## src/rtl/tm1638_led_tx.sv

```systemverilog
// Write-only TM1638 LED driver: serialises an 8-bit LED pattern over STB/CLK/DIO.
// A full three-packet frame is sent after reset and whenever the pattern changes.
module tm1638_led_tx #(
    parameter int unsigned CLK_DIV = 25,
    parameter logic [2:0]  BRIGHT  = 3'd7
) (
    input  logic       clki,
    input  logic       rs,
    input  logic [7:0] led,
    output logic       tm_stb,
    output logic       tm_clk,
    output logic       tm_dio,
    output logic       busy,
    output logic       frame_done
);
    localparam int unsigned   CW      = (CLK_DIV > 1) ? $clog2(CLK_DIV) : 1;
    localparam logic [CW-1:0] CNT_MAX = CW'(CLK_DIV - 1);
    localparam int unsigned   SW      = 9;

    typedef enum logic [2:0] {
        S_IDLE,
        S_STB_LO,
        S_SHIFT,
        S_STB_HI,
        S_GAP
    } state_t;

    state_t        state_q, state_d;
    logic [CW-1:0] cnt_q, cnt_d;
    logic [1:0]    pkt_q, pkt_d;
    logic [SW-1:0] sh_q, sh_d;
    logic [7:0]    snap_q, snap_d;
    logic          pending_q, pending_d;
    logic          stb_q, stb_d;
    logic          clk_q, clk_d;
    logic          dio_q, dio_d;
    logic          busy_q, busy_d;
    logic          done_q, done_d;

    logic          tick;
    logic [SW-1:0] sh_nxt;
    logic [SW-1:0] sh_last;
    logic [SW-1:0] bsel;
    logic [7:0]    nxt_byte;

    // Byte idx of packet pkt; P2 data bytes alternate blank segments / LED bit.
    function automatic logic [7:0] pkt_byte(input logic [1:0] pkt, input logic [4:0] idx,
                                            input logic [7:0] pat);
        logic [2:0] k;
        k = 3'(idx[4:1] - 4'd1);
        case (pkt)
            2'd0:    pkt_byte = 8'h40;
            2'd1: begin
                if (idx == 5'd0)      pkt_byte = 8'hC0;
                else if (idx[0])      pkt_byte = 8'h00;
                else                  pkt_byte = {7'b0, pat[k]};
            end
            default: pkt_byte = {5'b10001, BRIGHT};
        endcase
    endfunction

    assign tick     = (cnt_q == CNT_MAX);
    assign sh_nxt   = sh_q + 9'd1;
    assign sh_last  = (pkt_q == 2'd1) ? 9'd271 : 9'd15;
    assign bsel     = (state_q == S_SHIFT) ? sh_nxt : '0;
    assign nxt_byte = pkt_byte(pkt_q, bsel[8:4], snap_q);

    // Next-state and registered-output logic; everything moves only on tick.
    always_comb begin
        state_d   = state_q;
        cnt_d     = tick ? '0 : cnt_q + CW'(1);
        pkt_d     = pkt_q;
        sh_d      = sh_q;
        snap_d    = snap_q;
        pending_d = pending_q | (led != snap_q);
        stb_d     = stb_q;
        clk_d     = clk_q;
        dio_d     = dio_q;
        busy_d    = busy_q;
        done_d    = 1'b0;
        if (tick) begin
            case (state_q)
                S_IDLE: begin
                    if (pending_q) begin
                        snap_d    = led;
                        pending_d = 1'b0;
                        busy_d    = 1'b1;
                        pkt_d     = 2'd0;
                        stb_d     = 1'b0;
                        state_d   = S_STB_LO;
                    end
                end
                S_STB_LO: begin
                    sh_d    = '0;
                    clk_d   = 1'b0;
                    dio_d   = nxt_byte[0];
                    state_d = S_SHIFT;
                end
                S_SHIFT: begin
                    if (sh_q == sh_last) begin
                        stb_d   = 1'b1;
                        clk_d   = 1'b1;
                        dio_d   = 1'b1;
                        state_d = S_STB_HI;
                    end else begin
                        sh_d = sh_nxt;
                        if (sh_nxt[0]) begin
                            clk_d = 1'b1;
                        end else begin
                            clk_d = 1'b0;
                            dio_d = nxt_byte[sh_nxt[3:1]];
                        end
                    end
                end
                S_STB_HI: state_d = S_GAP;
                S_GAP: begin
                    if (pkt_q == 2'd2) begin
                        busy_d  = 1'b0;
                        done_d  = 1'b1;
                        state_d = S_IDLE;
                    end else begin
                        pkt_d   = pkt_q + 2'd1;
                        stb_d   = 1'b0;
                        state_d = S_STB_LO;
                    end
                end
                default: state_d = S_IDLE;
            endcase
        end
    end

    always_ff @(posedge clki) begin
        if (rs) begin
            state_q   <= S_IDLE;
            cnt_q     <= '0;
            pkt_q     <= 2'd0;
            sh_q      <= '0;
            snap_q    <= 8'h00;
            pending_q <= 1'b1;
            stb_q     <= 1'b1;
            clk_q     <= 1'b1;
            dio_q     <= 1'b1;
            busy_q    <= 1'b0;
            done_q    <= 1'b0;
        end else begin
            state_q   <= state_d;
            cnt_q     <= cnt_d;
            pkt_q     <= pkt_d;
            sh_q      <= sh_d;
            snap_q    <= snap_d;
            pending_q <= pending_d;
            stb_q     <= stb_d;
            clk_q     <= clk_d;
            dio_q     <= dio_d;
            busy_q    <= busy_d;
            done_q    <= done_d;
        end
    end

    assign tm_stb     = stb_q;
    assign tm_clk     = clk_q;
    assign tm_dio     = dio_q;
    assign busy       = busy_q;
    assign frame_done = done_q;
endmodule

```

## config.mk

```make
export PLATFORM = sky130hd
export DESIGN_NAME = tm1638_led_tx
export DESIGN_NICKNAME = d
export VERILOG_FILES = /design/src/rtl/tm1638_led_tx.sv
export SDC_FILE = /design/constraint.sdc
export NUM_CORES = 1
export LEC_CHECK = 0
export ABC_AREA = 1
export CORE_UTILIZATION = 54
export CTS_CLUSTER_DIAMETER = 50
export CTS_CLUSTER_SIZE = 40
export DETAILED_ROUTE_END_ITERATION = 6
export GPL_ROUTABILITY_DRIVEN = 0
export HOLD_SLACK_MARGIN = 0.1
export PLACE_DENSITY = 0.82
export SLEW_MARGIN = 10
export SYNTH_ARGS = -nofsm -noshare
export SYNTH_HDL_FRONTEND = slang
export SYNTH_SLANG_ARGS = --single-unit
```

## constraint.sdc

```tcl
create_clock -name clki -period 3.7 [get_ports clki]
set_clock_uncertainty 0.1 [all_clocks]
set_input_delay 0.74 -clock clki [delete_from_list [all_inputs] [get_ports clki]]
set_output_delay 0.74 -clock clki [all_outputs]
set_load 0.03 [all_outputs]
```

==> flow_metrics.env, run 1 <==
export IMPL_status="completed"
export IMPL_clkTransAtPathRegs_ps=90
export IMPL_hold_path_end="cnt_q[0]"
export IMPL_postRouteAntennaNets=0
export IMPL_syn_num_nets=282
export IMPL_h_tree_depth=2
export IMPL_die_area_sq_um=3900
export IMPL_avgSynthCellArea_sq_um=7.45
export IMPL_layout_commonest_cell="nand2_1"
export IMPL_yosys_area_share_simple_pct=32.5
export IMPL_drc=0
export IMPL_drive_gt1_share_pct=16.3
export IMPL_ctsResizeCount=0
export IMPL_dp_hpwl_microns=2970
export IMPL_grt_max_degree=20
export IMPL_dr_pass1_iters=4
export IMPL_area_growth_syn_to_layout_pct=11.6
export IMPL_leakagePower_nw=0.839
export IMPL_core_area_sq_um=3420
export IMPL_synth_compound_area_share_pct=18.6
export IMPL_vias_per_cell=5.45
export IMPL_cap_violations=0
export IMPL_ys_flop_type="dfxtp_1"
export IMPL_placed_cell_area_sq_um=2150
export IMPL_cts_tree="done"
export IMPL_clock_sinks=33
export IMPL_fin_setup_tns_ps=0
export IMPL_routed_wl_microns=4030
export IMPL_cts_buffers=5
export IMPL_initial_core_util_pct=57.8
export IMPL_vdd_ir_drop_worst_mv=0.194
export IMPL_synth_fa_ha_area_share_pct=4.44
export IMPL_hp_class="flip-flop to flip-flop"
export IMPL_cts_setup_buffers=0
export IMPL_boundaryPins=15
export IMPL_fp_dieH_microns=62.5
export IMPL_synthMuxAreaShare_pct=0
export IMPL_synth_top_area_share_pct=33.5
export IMPL_fill_cells=318
export IMPL_syn_cell_area_sq_um=1970
export IMPL_period_minus_slack_ps=2390
export IMPL_clockRootBuffer="clkbuf_4"
export IMPL_io_buffers=14
export IMPL_yosys_area_share_xor_xnor_pct=2.66
export IMPL_syn_inst=265
export IMPL_path_class="flip-flop to flip-flop"
export IMPL_dieWidth_microns=62.5
export IMPL_clockBufferDepth=2
export IMPL_vias=1786
export IMPL_cp_max_fo=11
export IMPL_antenna_found_initial=0
export IMPL_reg2regPathDepth=11
export IMPL_ys_top_cells_by_area="dfxtp_1 (33%), nand2_1 (8.6%), inv_1 (5.3%)"
export IMPL_seq_area_frac_synth_pct=33.5
export IMPL_hold_viol_final=0
export IMPL_crit_required_ps=3830
export IMPL_fin_area_sq_um=2200
export IMPL_antenna_cells=0
export IMPL_crit_path_end_kind="flip-flop"
export IMPL_period_share_pct=64.5
export IMPL_synth_top_family_by_area="simple AND/OR/NAND/NOR gates"
export IMPL_ctsHoldBuffers=0
export IMPL_fp_row_count=21
export IMPL_grt_total_usage_pct=22.6
export IMPL_fin_nets=299
export IMPL_layout_common_cells="nand2_1 (45), dfxtp_1 (33), inv_1 (28), nor2_1 (25)"
export IMPL_tightest_slew_ps=573
export IMPL_r2r_end="snap_q[7]"
export IMPL_worstSkewPairLatency_ps=340
export IMPL_reg2reg_from="cnt_q[0]"
export IMPL_max_slew_margin_pct=61.7
export IMPL_drt_iter0_markers=93
export IMPL_synth_async_reset_ratio_pct=0
export IMPL_post_drt_wl_per_cell_microns=12.3
export IMPL_fin_hold_ws_ps=377
export IMPL_worstHoldStart="cnt_q[0]"
export IMPL_grt_remaining_overflow=0
export IMPL_yosysWarnings=0
export IMPL_yosysTopAreaCell="dfxtp_1"
export IMPL_first_global_vias=1590
export IMPL_cp_start_kind="flip-flop"
export IMPL_grt_pass1_wl_microns=6970
export IMPL_rsz0062_at_grt="false"
export IMPL_timing_fmax_mhz=419
export IMPL_setup_viol=0
export IMPL_arrival_ps=2510
export IMPL_powerDensity_nw_per_um2=271
export IMPL_synth_edf_count=0
export IMPL_maxSlewViolCount=0
export IMPL_final_util_pct=64.5
export IMPL_reg2reg_slack_ps=1310
export IMPL_ys_types=41
export IMPL_hold_depth=1
export IMPL_ys_ff_latch=33
==> routing by layer <==
| layer | up-vias | part of all wire [%] | track usage, % |
|---|---|---|---|
| met2 | 31 | 48 | 37.2 |
| met1 | 834 | 47 | 28.3 |
| met3 | 5 | 4.0 | 7.30 |
| met5 | - | 0 | 0 |
| li1 | 916 | - | - |
| met4 | 0 | 0.94 | 5.52 |
==> critical path, cell delays in order (launching register included) <==
cell	delay, ps
dfxtp_1	340
inv_1	80
ha_1	150
nand2_1	60
nor3_2	130
nand2_1	150
nor2_1	200
inv_1	80
nor2_1	450
inv_1	270
o21ai_0	220
a21oi_1	60
==> cells in the mapped netlist, drive strengths merged, types with 4 or more instances <==
library cell and count:
ha 7, dfxtp 33, inv 37, nand3 21
o21ai 22, a21oi 22, nor3 4, nand4 6
nor2 34, xor2 5, nand2 50
==> per-stage QoR <==
stage	setup slack, ps	power (mW)	std cells
after floorplan	1760	0.382	265
after global placement	1150	0.396	321
after detailed placement	1120	0.397	321
after CTS	1300	0.600	328
after global routing	1070	0.621	328
final	1310	0.597	328
==> state kept, by name (all words and copies together), names as in the netlist, 2 cells and up <==
signal / count
snap_q: 8
sh_q: 9
cnt_q: 5
state_q: 3
pkt_q: 2
==> power by group <==
| part | internal (mW) | switching [mW] | leakage, nW |
|---|---|---|---|
| Clock | 0.0896 | 0.118 | 0.0314 |
| Combinational | 0.0142 | 0.0151 | 0.542 |
| Sequential | 0.358 | 0.00228 | 0.266 |
==> worst max-delay path by stage <==
stage,from,end,slack (ps),depth (start not counted)
floorplan,sh_q[1],tm_dio,1760,15
global placement,rs,cnt_q[4],1150,5
detailed placement,rs,cnt_q[4],1120,5
CTS,cnt_q[0],snap_q[7],1300,11
global route,cnt_q[0],snap_q[7],1070,11
finish,cnt_q[0],snap_q[7],1310,11
==> cell type report <==
cell class,instances,area (sq um),area share (%)
Clock buffer,7,55.1,2.50
Timing Repair Buffer,14,140,6.36
Multi-Input combinational cell,191,1150,52.2
Inverter,37,139,6.31
Sequential cell,33,661,30.0
Tap cell,46,57.6,2.61
==> kinds of logic (layout without fill, tap and decap cells) <==
family	after synthesis	after routing
and+or+nand+nor	119	119
DFF	33	33
xor gates and xnor gates	6	6
adders and majority gates	7	7
buffers and inverters	41	58
AOI/OAI and AO/OA	59	59
Power figures use the tool's default switching activity.
==> run 2: changes to the inputs <==
==> constraint.sdc (replaced) <==
create_clock -name clki -period 2.45 [get_ports clki]
set_clock_uncertainty 0.1 [all_clocks]
set_input_delay 0.49 -clock clki [delete_from_list [all_inputs] [get_ports clki]]
set_output_delay 0.49 -clock clki [all_outputs]
set_load 0.03 [all_outputs]
==> flow_metrics.env, run 2 (synthesized netlist as in run 1, its figures left out) <==
export IMPL_antenna_cells=0
export IMPL_routed_wl_microns=3930
export IMPL_vdd_ir_drop_worst_mv=0.386
export IMPL_fin_setup_tns_ps=0
export IMPL_fp_row_count=21
export IMPL_cap_violations=0
export IMPL_met3_usage_pct=6.20
export IMPL_setup_viol=0
export IMPL_period_share_pct=86.3
export IMPL_initial_core_util_pct=57.8
export IMPL_clkTransAtPathRegs_ps=100
export IMPL_leakagePower_nw=0.868
export IMPL_cts_buffers=5
export IMPL_fin_hold_ws_ps=371
export IMPL_post_drt_wl_per_cell_microns=11.8
export IMPL_hp_class="flip-flop to flip-flop"
export IMPL_die_area_sq_um=3900
export IMPL_crit_required_ps=2610
export IMPL_met2_usage_pct=38.0
export IMPL_layout_commonest_cell="nand2_1"
export IMPL_core_area_sq_um=3420
export IMPL_power_mw=1.03
export IMPL_maxSlewViolCount=0
export IMPL_antenna_found_initial=0
export IMPL_dieWidth_microns=62.5
export IMPL_cts_tree="done"
export IMPL_dp_hpwl_microns=3040
export IMPL_drt_iter0_markers=94
export IMPL_boundaryPins=15
export IMPL_grt_total_usage_pct=23.0
export IMPL_worstSkewPairLatency_ps=350
export IMPL_cp_max_fo=4
export IMPL_h_tree_depth=2
export IMPL_dr_pass1_iters=4
export IMPL_hold_viol_final=0
export IMPL_tightest_slew_ps=365
export IMPL_cts_setup_buffers=0
export IMPL_crit_path_end_kind="flip-flop"
export IMPL_final_util_pct=66.1
export IMPL_largest_register="sh_q"
export IMPL_startpoint="sh_q[1]"
export IMPL_fp_dieH_microns=62.5
export IMPL_clock_sinks=33
export IMPL_grt_pass1_wl_microns=7040
export IMPL_max_slew_margin_pct=75.4
export IMPL_timing_fmax_mhz=473
export IMPL_clockBufferDepth=2
export IMPL_worstHoldStart="cnt_q[0]"
export IMPL_cp_start_kind="flip-flop"
export IMPL_vias=1771
export IMPL_first_global_vias=1698
export IMPL_drive_gt1_share_pct=17.8
export IMPL_postRouteAntennaNets=0
export IMPL_area_growth_syn_to_layout_pct=14.5
export IMPL_drc=0
export IMPL_fin_nets=302
export IMPL_ctsResizeCount=0
export IMPL_powerDensity_nw_per_um2=455
export IMPL_rsz0062_at_grt="false"
export IMPL_grt_max_degree=13
export IMPL_path_class="flip-flop to flip-flop"
export IMPL_grt_met1_usage_pct=27.3
export IMPL_io_buffers=14
export IMPL_busiest_layer="met2"
export IMPL_grt_remaining_overflow=0
export IMPL_largest_reg_flops=9
export IMPL_reg_top3="sh_q x9, snap_q x8, cnt_q x5"
export IMPL_vias_per_cell=5.33
export IMPL_clockRootBuffer="clkbuf_4"
export IMPL_status="completed"
export IMPL_reg2reg_from="sh_q[1]"
export IMPL_period_minus_slack_ps=2110
export IMPL_ctsHoldBuffers=0
export IMPL_layout_common_cells="nand2_1 (45), dfxtp_1 (33), inv_1 (28), nor2_1 (25)"
export IMPL_arrival_ps=2270
-- run 2: per-layer routing --
layer  part of all wire, %  wire, microns
met1                    47           1850
met2                    47           1840
met3                   3.3            129
met4                   2.9            114
met5                     0              0
-- run 2: worst max-delay path, cell delays in order (launching register included) --
cell	delay [ps]
dfxtp_1	410
ha_1	220
nand3_1	110
o21ai_1	170
nand3_2	120
ha_1	320
inv_1	80
nand3_1	70
nand2_1	60
nand2_1	40
nand3_1	70
nand2_1	50
nand2_1	50
nand2_1	40
nand2_1	50
nand2_1	40
-- run 2: area by class of cell --
type,instances,area [sq um]
Clock buffer,6,51.3
Clock inverter,2,37.5
Fill cell,326,1160
Inverter,37,139
Multi-Input combinational cell,191,1150
Sequential cell,33,661
Tap cell,46,57.6
Timing Repair Buffer,17,163
-- run 2: report_power, final --
| part | switching, mW | internal, mW |
|---|---|---|
| Combinational | 0.0222 | 0.0232 |
| Clock | 0.197 | 0.242 |
| Sequential | 0.00343 | 0.540 |
| Total | 0.223 | 0.806 |
-- run 2: final timing paths --
kind	to	slack, ps	depth (start not counted)
hold / removal	cnt_q[0]	370	1
setup reg to reg	tm_dio	340	15
setup / recovery	tm_dio	340	15
hold reg to reg	cnt_q[0]	370	1
-- run 2: stage by stage --
step / cells / setup WS, ps / area, sq um
after global placement: 324 / 406 / 2170
after detailed placement: 324 / 344 / 2170
after CTS: 332 / 327 / 2260
after global routing: 332 / 108 / 2260
after floorplan: 265 / 514 / 1970
final: 332 / 337 / 2260
==> run 3: changes to the inputs <==
--- a/config.mk
+++ b/config.mk
@@ -6,13 +6,15 @@
 export NUM_CORES = 1
 export LEC_CHECK = 0
 export ABC_AREA = 1
-export CORE_UTILIZATION = 54
+export CELL_PAD_IN_SITES_DETAIL_PLACEMENT = 0
+export CELL_PAD_IN_SITES_GLOBAL_PLACEMENT = 1
+export CORE_UTILIZATION = 43
 export CTS_CLUSTER_DIAMETER = 50
 export CTS_CLUSTER_SIZE = 40
 export DETAILED_ROUTE_END_ITERATION = 6
 export GPL_ROUTABILITY_DRIVEN = 0
 export HOLD_SLACK_MARGIN = 0.1
-export PLACE_DENSITY = 0.82
+export PLACE_DENSITY = 0.87
 export SLEW_MARGIN = 10
 export SYNTH_ARGS = -nofsm -noshare
 export SYNTH_HDL_FRONTEND = slang
==> flow_metrics.env, run 3 (synthesized netlist as in run 1, its figures left out) <==
export IMPL_finalWorstSetupSlack_ps=328
export IMPL_layout_commonest_cell="nand2_1"
export IMPL_initial_core_util_pct=45.0
export IMPL_leakagePower_nw=0.866
export IMPL_fill_cells=433
export IMPL_crit_top_cell="nand2_1"
export IMPL_worstSkewPairLatency_ps=290
export IMPL_cap_violations=0
export IMPL_hp_class="flip-flop to flip-flop"
export IMPL_core_area_sq_um=4380
export IMPL_reg_top3="sh_q x9, snap_q x8, cnt_q x5"
export IMPL_timing_fmax_mhz=471
export IMPL_ctsResizeCount=0
export IMPL_hold_viol_final=0
export IMPL_status="completed"
export IMPL_clkTransAtPathRegs_ps=70
export IMPL_worstHoldStart="cnt_q[0]"
export IMPL_arrival_ps=2200
export IMPL_multiInputGateArea_sq_um=1150
export IMPL_grt_pass1_wl_microns=7410
export IMPL_cts_tree="done"
export IMPL_fin_nets=302
export IMPL_period_share_pct=86.6
export IMPL_die_area_sq_um=4860
export IMPL_boundaryPins=15
export IMPL_crit_chain="ha_1, nand3_1, o21ai_1, nand3_2, ha_1, inv_1, nand3_1, nand2_1, nand2_1, nand3_1, nand2_1, nand2_1, nand2_1, nand2_1, nand2_1"
export IMPL_placed_cell_area_sq_um=2180
export IMPL_clockRootBuffer="clkbuf_8"
export IMPL_post_drt_wl_per_cell_microns=12.5
export IMPL_period_minus_slack_ps=2120
export IMPL_h_tree_depth=2
export IMPL_drt_iter0_markers=95
export IMPL_postRouteAntennaNets=0
export IMPL_tightest_slew_ps=334
export IMPL_dpl_worst_slack_ps=341
export IMPL_fp_row_count=24
export IMPL_crit_path_end_kind="flip-flop"
export IMPL_largest_register="sh_q"
export IMPL_vias_per_cell=5.02
export IMPL_clock_sinks=33
export IMPL_setup_viol=0
export IMPL_dieWidth_microns=69.7
export IMPL_slowest_delay_ps=400
export IMPL_antenna_cells=0
export IMPL_dr_pass1_iters=4
export IMPL_fin_area_sq_um=2270
export IMPL_clockBufferDepth=2
export IMPL_maxSlewViolCount=0
export IMPL_grt_remaining_overflow=0
export IMPL_io_buffers=14
export IMPL_fp_dieH_microns=69.7
export IMPL_cp_max_fo=4
export IMPL_routed_wl_microns=4200
export IMPL_reg2reg_from="sh_q[1]"
export IMPL_first_global_vias=1642
export IMPL_power_mw=1.02
export IMPL_drc=0
export IMPL_antenna_found_initial=0
export IMPL_max_slew_margin_pct=77.7
export IMPL_drive_gt1_share_pct=17.5
export IMPL_grt_total_usage_pct=18.8
export IMPL_startpoint="sh_q[1]"
export IMPL_crit_required_ps=2530
export IMPL_cts_setup_buffers=0
export IMPL_vias=1692
export IMPL_vdd_ir_drop_worst_mv=0.325
export IMPL_fin_setup_tns_ps=0
export IMPL_dp_hpwl_microns=3150
export IMPL_path_class="flip-flop to flip-flop"
export IMPL_area_sequential_sq_um=661
export IMPL_powerDensity_nw_per_um2=448
export IMPL_layout_common_cells="nand2_1 (45), dfxtp_1 (33), inv_1 (28), nor2_1 (25)"
export IMPL_grt_max_degree=13
export IMPL_cp_start_kind="flip-flop"
export IMPL_cts_buffers=5
export IMPL_ctsHoldBuffers=0
export IMPL_crit_path_top_delay_cell="dfxtp_1"
export IMPL_area_growth_syn_to_layout_pct=14.9
export IMPL_largest_reg_flops=9
export IMPL_rsz0062_at_grt="false"
[run 3: changes by cell type in the layout (fill, tap and decap cells not counted), sizes merged]
cell    before  now
bufinv       1    0
[run 3: final cells by class]
type	instances	share of cell area, %
Multi-Input combinational cell	191	50.7
Sequential cell	33	29.1
Timing Repair Buffer	17	7.17
Inverter	37	6.13
Clock buffer	6	3.64
Tap cell	52	2.87
Clock inverter	1	0.331
[run 3: power breakdown]
part,leakage [nW],internal (mW),switching [mW],total [mW]
combinational,0.557,0.0233,0.0227,0.0460
clock,0.0433,0.222,0.204,0.426
sequential,0.266,0.540,0.00356,0.544
[run 3: per-stage QoR]
stage | utilization, % | hold slack, ps | std cells
floorplan | - | 330 | 265
global placement | 49.7 | 348 | 330
detailed placement | 49.7 | 355 | 330
CTS | 51.7 | 370 | 337
global route | 51.7 | 387 | 337
finish | 51.7 | 367 | 337
[run 3: critical path: cells and delay by family (launching register included)]
kind                     cells  cell delay, ps
AO/OA/AOI/OAI                1             160
adder cells (fa/ha/maj)      2             540
buffers and inverters        1              80
flip-flops                   1             400
AND/OR/NAND/NOR             11             740
[run 3: path summary, 6_finish.rpt]
kind | to | slack, ps | depth (start not counted)
worst min register to register | cnt_q[0] | 370 | 1
worst max register to register | tm_dio | 330 | 15
worst max-delay path | tm_dio | 330 | 15
worst min-delay path | cnt_q[0] | 370 | 1
[run 3: routing by layer]
metal / vias up / track usage [%] / routed length [microns]
met5: - / 0 / 0
met4: 0 / 5.78 / 51
met3: 4 / 5.38 / 178
met2: 21 / 30.4 / 1820
met1: 747 / 24.3 / 2160
li1: 920 / - / -
